File: src/rtl/stopwatch_ctrl.sv
// stopwatch_ctrl: run/pause/lap FSM with timebase gating and an MM:SS.t BCD counter.
module stopwatch_ctrl #(
    parameter bit TB_CLR_ON_START = 1'b1
) (
    input  logic        clk,
    input  logic        rst,
    input  logic        btn_ss,
    input  logic        btn_lap,
    input  logic        btn_clr,
    input  logic        tick,
    output logic        tb_en,
    output logic        tb_clr,
    output logic [19:0] disp,
    output logic        running,
    output logic        frozen,
    output logic        ovf
);
    typedef enum logic [1:0] {IDLE, RUNNING, PAUSED, LAP} state_t;
    state_t state_q, state_d;
    logic ss, lap, accept;
    logic c0, c1, c2, c3, c4;
    logic [3:0] t, so, st, mo, mt;
    logic [19:0] inc, cnt_q, cnt_d, lap_q, lap_d, disp_q, disp_d;
    logic tb_en_q, tb_en_d, tb_clr_q, tb_clr_d, running_q, running_d;
    logic frozen_q, frozen_d, ovf_q, ovf_d;

    always_ff @(posedge clk) begin
        if (!rst) state_q <= IDLE;
        else      state_q <= state_d;
    end

    always_comb begin
        ss      = btn_ss & ~btn_clr;
        lap     = btn_lap & ~btn_clr & ~btn_ss;
        state_d = state_q;
        if (btn_clr) state_d = IDLE;
        else begin
            case (state_q)
                IDLE:    state_d = ss ? RUNNING : IDLE;
                RUNNING: state_d = ss ? PAUSED : lap ? LAP : RUNNING;
                PAUSED:  state_d = ss ? RUNNING : PAUSED;
                LAP:     state_d = ss ? PAUSED : lap ? RUNNING : LAP;
                default: state_d = IDLE;
            endcase
        end
    end

    always_comb begin
        tb_en_d   = (state_d == RUNNING) || (state_d == LAP);
        running_d = tb_en_d;
        frozen_d  = state_d == LAP;
        tb_clr_d  = btn_clr | (TB_CLR_ON_START & (state_q == IDLE) & ss);
    end

    // Saturating compares keep the carry chain safe even from an out-of-range digit.
    assign {mt, mo, st, so, t} = cnt_q;
    assign c0 = t >= 4'd9;
    assign c1 = c0 & (so >= 4'd9);
    assign c2 = c1 & (st >= 4'd5);
    assign c3 = c2 & (mo >= 4'd9);
    assign c4 = c3 & (mt >= 4'd5);
    assign inc = {c4 ? 4'd0 : c3 ? mt + 4'd1 : mt,
                  c3 ? 4'd0 : c2 ? mo + 4'd1 : mo,
                  c2 ? 4'd0 : c1 ? st + 4'd1 : st,
                  c1 ? 4'd0 : c0 ? so + 4'd1 : so,
                  c0 ? 4'd0 : t + 4'd1};

    always_comb begin
        accept = tick & ~btn_clr & ((state_q == RUNNING) || (state_q == LAP));
        cnt_d  = btn_clr ? 20'h0 : accept ? inc : cnt_q;
        ovf_d  = ~btn_clr & (ovf_q | (accept & c4));
        lap_d  = btn_clr ? 20'h0 : (lap && state_q == RUNNING) ? cnt_d : lap_q;
        disp_d = frozen_q ? lap_q : cnt_q;
    end

    always_ff @(posedge clk) begin
        if (!rst) begin
            cnt_q     <= '0;
            lap_q     <= '0;
            disp_q    <= '0;
            tb_en_q   <= 1'b0;
            tb_clr_q  <= 1'b0;
            running_q <= 1'b0;
            frozen_q  <= 1'b0;
            ovf_q     <= 1'b0;
        end else begin
            cnt_q     <= cnt_d;
            lap_q     <= lap_d;
            disp_q    <= disp_d;
            tb_en_q   <= tb_en_d;
            tb_clr_q  <= tb_clr_d;
            running_q <= running_d;
            frozen_q  <= frozen_d;
            ovf_q     <= ovf_d;
        end
    end

    assign disp    = disp_q;
    assign tb_en   = tb_en_q;
    assign tb_clr  = tb_clr_q;
    assign running = running_q;
    assign frozen  = frozen_q;
    assign ovf     = ovf_q;
endmodule

File: config.mk
export PLATFORM = sky130hd
export DESIGN_NAME = stopwatch_ctrl
export DESIGN_NICKNAME = d
export VERILOG_FILES = /design/src/rtl/stopwatch_ctrl.sv
export SDC_FILE = /design/constraint.sdc
export NUM_CORES = 1
export LEC_CHECK = 0
export ABC_AREA = 0
export CORE_UTILIZATION = 25
export DETAILED_ROUTE_END_ITERATION = 6
export DONT_BUFFER_PORTS = 1
export RECOVER_POWER = 100
export SLEW_MARGIN = 20
export SYNTH_ARGS = -nofsm -noshare
export SYNTH_HDL_FRONTEND = slang
export SYNTH_SLANG_ARGS = --single-unit
File: constraint.sdc
create_clock -name clk -period 5.5 [get_ports clk]
set_input_delay 1.1 -clock clk [delete_from_list [all_inputs] [get_ports clk]]
set_output_delay 1.1 -clock clk [all_outputs]
set_load 0.03 [all_outputs]
==> results of run 1 <==
through the flow:
stage | hold slack (ps) | util | setup WS [ps] | std cells | area, um^2
global route | 488 | 0.286 | 2000 | 452 | 3260
finish | 454 | 0.286 | 2180 | 452 | 3260
global placement | 443 | 0.264 | 2650 | 436 | 3010
CTS | 461 | 0.288 | 2750 | 452 | 3290
floorplan | 436 | - | 3110 | 309 | 2940
detailed placement | 455 | 0.264 | 2590 | 436 | 3010
state kept, by name (all words and copies together), names as in the netlist:
register,cells
cnt_q,20
tb_clr,1
frozen,1
state_q,2
lap_q,20
disp,20
ovf,1
layout make-up:
cell class                      instances  area share
Multi-Input combinational cell        209       0.439
Tap cell                              143      0.0549
Clock inverter                          2     0.00384
Sequential cell                        65       0.399
Inverter                               18      0.0207
Timing Repair Buffer                    1     0.00115
Clock buffer                           14      0.0810
power breakdown:
| part | internal [mW] | switching, mW |
|---|---|---|
| sequential | 0.473 | 0.00501 |
| clock | 0.329 | 0.192 |
| combinational | 0.00694 | 0.00894 |
| total | 0.809 | 0.206 |
cell usage in the layout, fill, tap and decap left out, types with 2 or more instances in the layout:
| cell | Yosys | final |
|---|---|---|
| dfxtp_1 | 65 | 65 |
| nor2_1 | 27 | 27 |
| nor2b_1 | 25 | 25 |
| mux2i_1 | 24 | 24 |
| inv_1 | 18 | 18 |
| a21oi_1 | 18 | 18 |
| ha_1 | 15 | 15 |
| nand2_1 | 12 | 12 |
| o21ai_0 | 12 | 12 |
| nor3_1 | 10 | 10 |
| clkbuf_16 | 0 | 9 |
| nand3_1 | 6 | 7 |
| and2_1 | 8 | 6 |
| a211oi_1 | 6 | 6 |
| xnor2_1 | 4 | 4 |
| nor4_1 | 3 | 4 |
| clkbuf_1 | 7 | 4 |
| nor3b_1 | 3 | 3 |
| nand3b_1 | 3 | 3 |
| nand2b_1 | 3 | 3 |
| o31ai_1 | 3 | 3 |
| mux2_1 | 0 | 3 |
| and2_0 | 0 | 2 |
| and3_1 | 2 | 2 |
| and4_1 | 2 | 2 |
| clkbuf_8 | 1 | 2 |
worst register-to-register path, delay by kind of cell, from the launching register on:
family | cells | cell delay (ps)
flip-flops | 1 | 920
AND/OR/NAND/NOR | 3 | 1750
AO/OA/AOI/OAI | 1 | 150
multiplexers | 1 | 410
metal layers:
| layer | part of all wire | wire [um] | GRT usage |
|---|---|---|---|
| met1 | 0.49 | 3020 | 0.136 |
| met5 | 0 | 0 | 0 |
| met2 | 0.46 | 2860 | 0.165 |
| met4 | 0.013 | 79 | 0.0578 |
| met3 | 0.041 | 255 | 0.0340 |
kinds of logic (layout without fill, tap and decap cells):
| group | Yosys count | in the layout | synth area share |
|---|---|---|---|
| and+or+nand+nor | 112 | 112 | 0.218 |
| DFF | 65 | 65 | 0.443 |
| AOI/OAI and AO/OA | 50 | 50 | 0.106 |
| buffers and inverters | 35 | 35 | 0.0617 |
| muxes | 27 | 27 | 0.0933 |
| adders and majority gates | 15 | 15 | 0.0639 |
| xor gates and xnor gates | 5 | 5 | 0.0149 |
final timing paths:
path | depth (start not counted) | endpoint | from | slack (ps)
setup / recovery | 5 | lap_q[17]$_SDFFE_PP0P_ | state_q[0]$_SDFF_PN0_ | 2180
hold / removal | 2 | lap_q[3]$_SDFFE_PP0P_ | lap_q[3]$_SDFFE_PP0P_ | 450
setup reg to reg | 5 | lap_q[17]$_SDFFE_PP0P_ | state_q[0]$_SDFF_PN0_ | 2180
hold reg to reg | 2 | lap_q[3]$_SDFFE_PP0P_ | lap_q[3]$_SDFFE_PP0P_ | 450
==> flow_metrics.tcl, run 1 <==
set metrics [dict create \
    outcome "finished with violations" \
    violations "max-capacitance violations, max-slew violations" \
    clock_skew_ps 4.20 \
    drive_gt1_frac 0.0583 \
    worstPathRequired_ps 5740 \
    hold_buffers 0 \
    critPathArrivalTime_ps 3550 \
    synth_area_per_cell_um2 9.51 \
    ys_top_cells_by_count "65 x dfxtp_1, 27 x nor2_1, 25 x nor2b_1" \
    num_antenna_cells 0 \
    synthesis.nets 330 \
    synthCells 309 \
    pwr_density_cell_mw_per_mm2 311 \
    synth_edf_count 0 \
    worstSetupPathType "register to register" \
    vias 2102 \
    initial_core_util 0.257 \
    via_per_inst 4.65 \
    fin_setup_tns_ps 0 \
    slew_headroom -0.135 \
    die_w_um 110 \
    wl_um 6220 \
    clk_pin_slew_ps 50 \
    cpMaxStageDelayCell "nor4_1" \
    drt_iter0_drc 81 \
    grt_start_max_net_pins 30 \
    synth_cell_types 49 \
    multiInputGateArea_mm2 0.00143 \
    syn_to_final_growth_pct 11.0 \
    first_pass_iters 4 \
    cts_tree "yes" \
    clock_sinks 65 \
    p_leak_nw 1.09 \
    max_freq_ghz 0.302 \
    grt_pass1_wl_um 10600 \
    die_area_mm2 0.0122 \
    avgRoutedWirePerCell_um 13.8 \
    overflow 0 \
    cts_root_buf "clkbuf_16" \
    cts_setup_buffers 0 \
    grt_use_total 0.108 \
    hold_path_class "register to register" \
    dp_hpwl_um 4230 \
    drv_cap 1 \
    final_hold_viol_count 0 \
    ys.flop_type "dfxtp_1" \
    grt_pass1_vias 2099 \
    postSynth.asyncResetShare 0 \
    synth_area_leaders "dfxtp_1 44%, mux2i_1 8.2%, ha_1 6.4%" \
    synthMostInstantiatedCell "dfxtp_1" \
    yosys_warnings 0 \
    synth_top_area_frac 0.443 \
    gp_congestion 0.794 \
    crit_path_end_kind "register" \
    timing.final.crit_share 0.603 \
    finalCriticalPeriod_ps 3320 \
    io_pins 31 \
    crit_buf_inv 0 \
    design.core.area_mm2 0.0114 \
    numPortBuffers 0 \
    timing.critical_path.from_type "register" \
    synth_area_leader_cell "dfxtp_1" \
    clock_latency_ps 320 \
    drc_errors 0 \
    die_y_um 110 \
    slew_viol_final 17 \
    cts_buffer_depth 2 \
    synth_seq_area_share 0.443 \
    syn_area_mm2 0.00294 \
    cts_buffers 9 \
    fillers 1225 \
    cts_repair_resize_count 0 \
    seq_area_mm2 0.00130 \
    critPathTopFamily "simple AND/OR/NAND/NOR gates" \
    drtAntennaViolNets 0 \
    cpPeakStageDelay_ps 1160 \
    rows 39 \
    worst_pin_slew_ps 1700 \
    crit_fanout 11 \
    setup_viol 0 \
    synth-seq-cells 65 \
    worstPathCellList "and3b_1, nand3_1, nor4_1, mux2_1, a21oi_1" \
    cts_max_level 3 \
    antenna_found_initial 0 \
    ir_drop_uv 168 \
    layout.nets 325 \
    power.total_mw 1.02 \
    rsz0062_at_grt "false" \
]
Power figures use the tool's default switching activity.
==> run 2: changes to the inputs <==
- clock period: 5.5 -> 3.4 ns (I/O delays scaled with it)
==> flow_metrics.tcl, run 2 (synthesis results as in run 1) <==
set metrics [dict create \
    final_core_util 0.294 \
    vias 2115 \
    io_pins 31 \
    drive_gt1_frac 0.0833 \
    final_hold_viol_count 0 \
    rows 39 \
    layout.nets 328 \
    cts_buffer_depth 2 \
    gp_congestion 0.821 \
    min_from "lap_q[3]$_SDFFE_PP0P_" \
    cts_setup_buffers 0 \
    cts_buffers 9 \
    outcome "finished, final reports clean" \
    clock_skew_ps 4.53 \
    syn_to_final_growth_pct 14.2 \
    cpPeakStageDelay_ps 790 \
    design.core.area_mm2 0.0114 \
    grt_pass1_vias 2121 \
    drc_errors 0 \
    worstSetupPathType "register to register" \
    crit_path_start "state_q[0]$_SDFF_PN0_" \
    rsz0062_at_grt "false" \
    clock_latency_ps 320 \
    worst_pin_slew_ps 1070 \
    timing.final.crit_share 0.784 \
    setup_viol 0 \
    cts_repair_resize_count 0 \
    final_common_cell "dfxtp_1" \
    clk_pin_slew_ps 50 \
    cts_root_buf "clkbuf_16" \
    die_area_mm2 0.0122 \
    cpMaxStageDelayCell "clkbuf_1" \
    crit_fanout 11 \
    ir_drop_uv 220 \
    drv_cap 0 \
    avgRoutedWirePerCell_um 13.7 \
    worstPathCellList "clkbuf_1, and3b_1, nand3_2, nor4_4, mux2_1, a21oi_1" \
    timing.critical_path.from_type "register" \
    grt_pass1_wl_um 10500 \
    finalCriticalPeriod_ps 2670 \
    cts_tree "yes" \
    crit_path_end_kind "register" \
    pwr_density_cell_mw_per_mm2 535 \
    slew_headroom 0.288 \
    overflow 0 \
    wl_um 6220 \
    antenna_found_initial 0 \
    die_y_um 110 \
    initial_core_util 0.257 \
    grt_start_max_net_pins 30 \
    p_leak_nw 1.15 \
    hold_buffers 0 \
    slew_viol_final 0 \
    via_per_inst 4.65 \
    numPortBuffers 0 \
    max_freq_ghz 0.375 \
    r2r-start "state_q[0]$_SDFF_PN0_" \
    drtAntennaViolNets 0 \
    drt_iter0_drc 95 \
    first_pass_iters 4 \
    clock_sinks 65 \
    num_antenna_cells 0 \
    mostFrequentLayoutCells "65 x dfxtp_1, 27 x nor2_1, 25 x nor2b_1" \
    fin_setup_tns_ps 0 \
    dp_hpwl_um 4290 \
    hold_path_class "register to register" \
    worstPathRequired_ps 3650 \
    die_w_um 110 \
    cts_max_level 3 \
    critPathArrivalTime_ps 2920 \
    grt_use_total 0.109 \
]
-- run 2: worst paths after layout --
path	to	slack, ps	cells past startpoint
worst max register to register	lap_q[17]$_SDFFE_PP0P_	730	6
worst max-delay path	lap_q[17]$_SDFFE_PP0P_	730	6
worst min register to register	lap_q[3]$_SDFFE_PP0P_	450	2
worst min-delay path	lap_q[3]$_SDFFE_PP0P_	450	2
-- run 2: layout make-up --
type	count	area, um^2
Fill cell	1211	8060
Multi-Input combinational cell	209	1460
Sequential cell	65	1300
Clock buffer	11	253
Tap cell	143	179
Clock inverter	5	77.6
Inverter	18	67.6
Timing Repair Buffer	4	22.5
-- run 2: metal layers --
metal,up-vias,track usage,part of all wire
li1,1054,-,-
met1,1007,0.130,0.48
met2,42,0.167,0.45
met3,12,0.0390,0.047
met4,0,0.0640,0.028
met5,-,0,0
-- run 2: worst max-delay path: cells and delay by family (launching register included) --
kind / cells / cell delay [ps]
buffers and inverters: 1 / 790
multiplexers: 1 / 390
flip-flops: 1 / 300
AO/OA/AOI/OAI: 1 / 140
AND/OR/NAND/NOR: 3 / 970
-- run 2: through the flow --
stage	cell area, um^2	hold WS (ps)	total power, mW	std cells	worst slack [ps]
global placement	3030	444	0.816	439	1300
CTS	3370	456	1.82	455	1200
floorplan	2940	436	0.817	309	1350
detailed placement	3040	449	0.817	439	1200
global route	3360	470	1.86	455	543
finish	3360	454	1.80	455	734
-- run 2: power breakdown --
part | leakage, nW | internal, mW | switching, mW
Combinational | 0.465 | 0.0117 | 0.0188
Sequential | 0.524 | 0.765 | 0.00393
Clock | 0.162 | 0.678 | 0.319
Total | 1.15 | 1.46 | 0.342
==> run 3: changes to the inputs <==
- clock period: 3.4 -> 2.2 ns (I/O delays scaled with it)
==> flow_metrics.tcl, run 3 (synthesis results as in run 1) <==
set metrics [dict create \
    crit_fanout 9 \
    clock_latency_ps 330 \
    critPathArrivalTime_ps 2320 \
    mostFrequentLayoutCells "63 x dfxtp_1, 27 x nor2_1, 25 x nor2b_1" \
    timing.critical_path.from_type "register" \
    final_hold_viol_count 0 \
    drt_iter0_drc 81 \
    wl_um 6300 \
    dp_hpwl_um 4300 \
    placed_area_mm2 0.00310 \
    seq_area_mm2 0.00130 \
    gp_congestion 0.772 \
    num_antenna_cells 0 \
    cts_buffers 9 \
    outcome "finished, final reports clean" \
    antenna_found_initial 0 \
    max_freq_ghz 0.484 \
    layout.nets 339 \
    finalCriticalPeriod_ps 2070 \
    multiInputGateArea_mm2 0.00147 \
    via_per_inst 4.51 \
    overflow 0 \
    hold_path_class "primary input to register" \
    cts_buffer_depth 2 \
    grt_pass1_wl_um 10400 \
    cts_root_buf "clkbuf_16" \
    grtUsageMet1 0.135 \
    slew_headroom 0.411 \
    design.core.area_mm2 0.0114 \
    grt_start_max_net_pins 30 \
    fin_setup_tns_ps 0 \
    crit_path_end_kind "register" \
    io_pins 31 \
    syn_to_final_growth_pct 17.0 \
    fillers 1209 \
    drv_cap 0 \
    timing.final.crit_share 0.939 \
    vias 2099 \
    clock_skew_ps 7.84 \
    pwr_density_cell_mw_per_mm2 796 \
    drtAntennaViolNets 0 \
    die_area_mm2 0.0122 \
    die_y_um 110 \
    clock_sinks 65 \
    worstSetupPathType "register to register" \
    drive_gt1_frac 0.121 \
    worstPathRequired_ps 2460 \
    die_w_um 110 \
    grtUsageMet3 0.0510 \
    hold_buffers 0 \
    drc_errors 0 \
    avgRoutedWirePerCell_um 13.6 \
    numPortBuffers 0 \
    final_core_util 0.301 \
    grt_pass1_vias 2027 \
    grt_use_total 0.108 \
    final_common_cell "dfxtp_1" \
    p_leak_nw 1.19 \
    busiest_layer "met2" \
    power.total_mw 2.74 \
    setup_viol 0 \
    cts_max_level 3 \
    design_area_mm2 0.00344 \
    ir_drop_uv 394 \
    cts_tree "yes" \
    initial_core_util 0.257 \
    clk_pin_slew_ps 50 \
    worst_pin_slew_ps 884 \
    rows 39 \
    first_pass_iters 4 \
    rsz0062_at_grt "false" \
    grt_use_met2 0.158 \
    slew_viol_final 0 \
]
==> run 3: cell types whose count changed in the layout (fill, tap and decap cells not counted), sizes merged <==
cell | previous run | this run
clkinv | 2 | 1
clkbuf | 13 | 16
buf | 2 | 11
clkinvlp | 1 | 0
==> run 3: metal layers <==
metal / wire (um) / vias to the layer above / part of all wire
met1: 2960 / 982 / 0.47
li1: - / 1069 / -
met4: 111 / 0 / 0.018
met5: 0 / - / 0
met2: 2860 / 36 / 0.45
met3: 373 / 12 / 0.059
==> run 3: path summary, 6_finish.rpt <==
kind,cells past startpoint,endpoint,from,slack (ps)
worst max register to register,8,lap_q[17]$_SDFFE_PP0P_,cnt_q[0]$_SDFF_PN0_,130
worst min register to register,2,lap_q[2]$_SDFFE_PP0P_,lap_q[2]$_SDFFE_PP0P_,460
worst min-delay path,1,cnt_q[2]$_SDFF_PN0_,rst,240
worst max-delay path,8,lap_q[17]$_SDFFE_PP0P_,cnt_q[0]$_SDFF_PN0_,130
==> run 3: per-stage QoR <==
stage	hold slack, ps	instances	worst slack (ps)
3_5_place_dp	447	448	102
4_1_cts	225	463	75.0
2_1_floorplan	436	309	153
3_3_place_gp	442	448	186
6_report	239	465	134
5_1_grt	227	465	14.4
==> run 3: power breakdown <==
group / internal [mW] / switching [mW] / total (mW)
Clock: 1.01 / 0.483 / 1.50
Sequential: 1.18 / 0.00667 / 1.19
Combinational: 0.0205 / 0.0292 / 0.0498
==> run 3: worst max-delay path: stages (launching register included) <==
cell and delay [ps]:
dfxtp_1 400, inv_1 100, ha_1 190, nor3b_2 160, nand2b_4 200, nor4_4 280, buf_4 180, mux2_2 340
a21oi_1 140
==> run 3: area by class of cell <==
class	count	share of cell area
multi-input combinational	209	0.428
sequential	65	0.379
clock buffer	12	0.0717
tap	143	0.0521
timing repair buffer	15	0.0299
inverter	18	0.0197
clock inverter	3	0.0189
==> run 3: repair_timing <==
action | 4_1_cts | 5_1_grt
gates resized for setup | 0 | 5
setup buffers | 0 | 2
setup endpoints to repair | 0 | 11
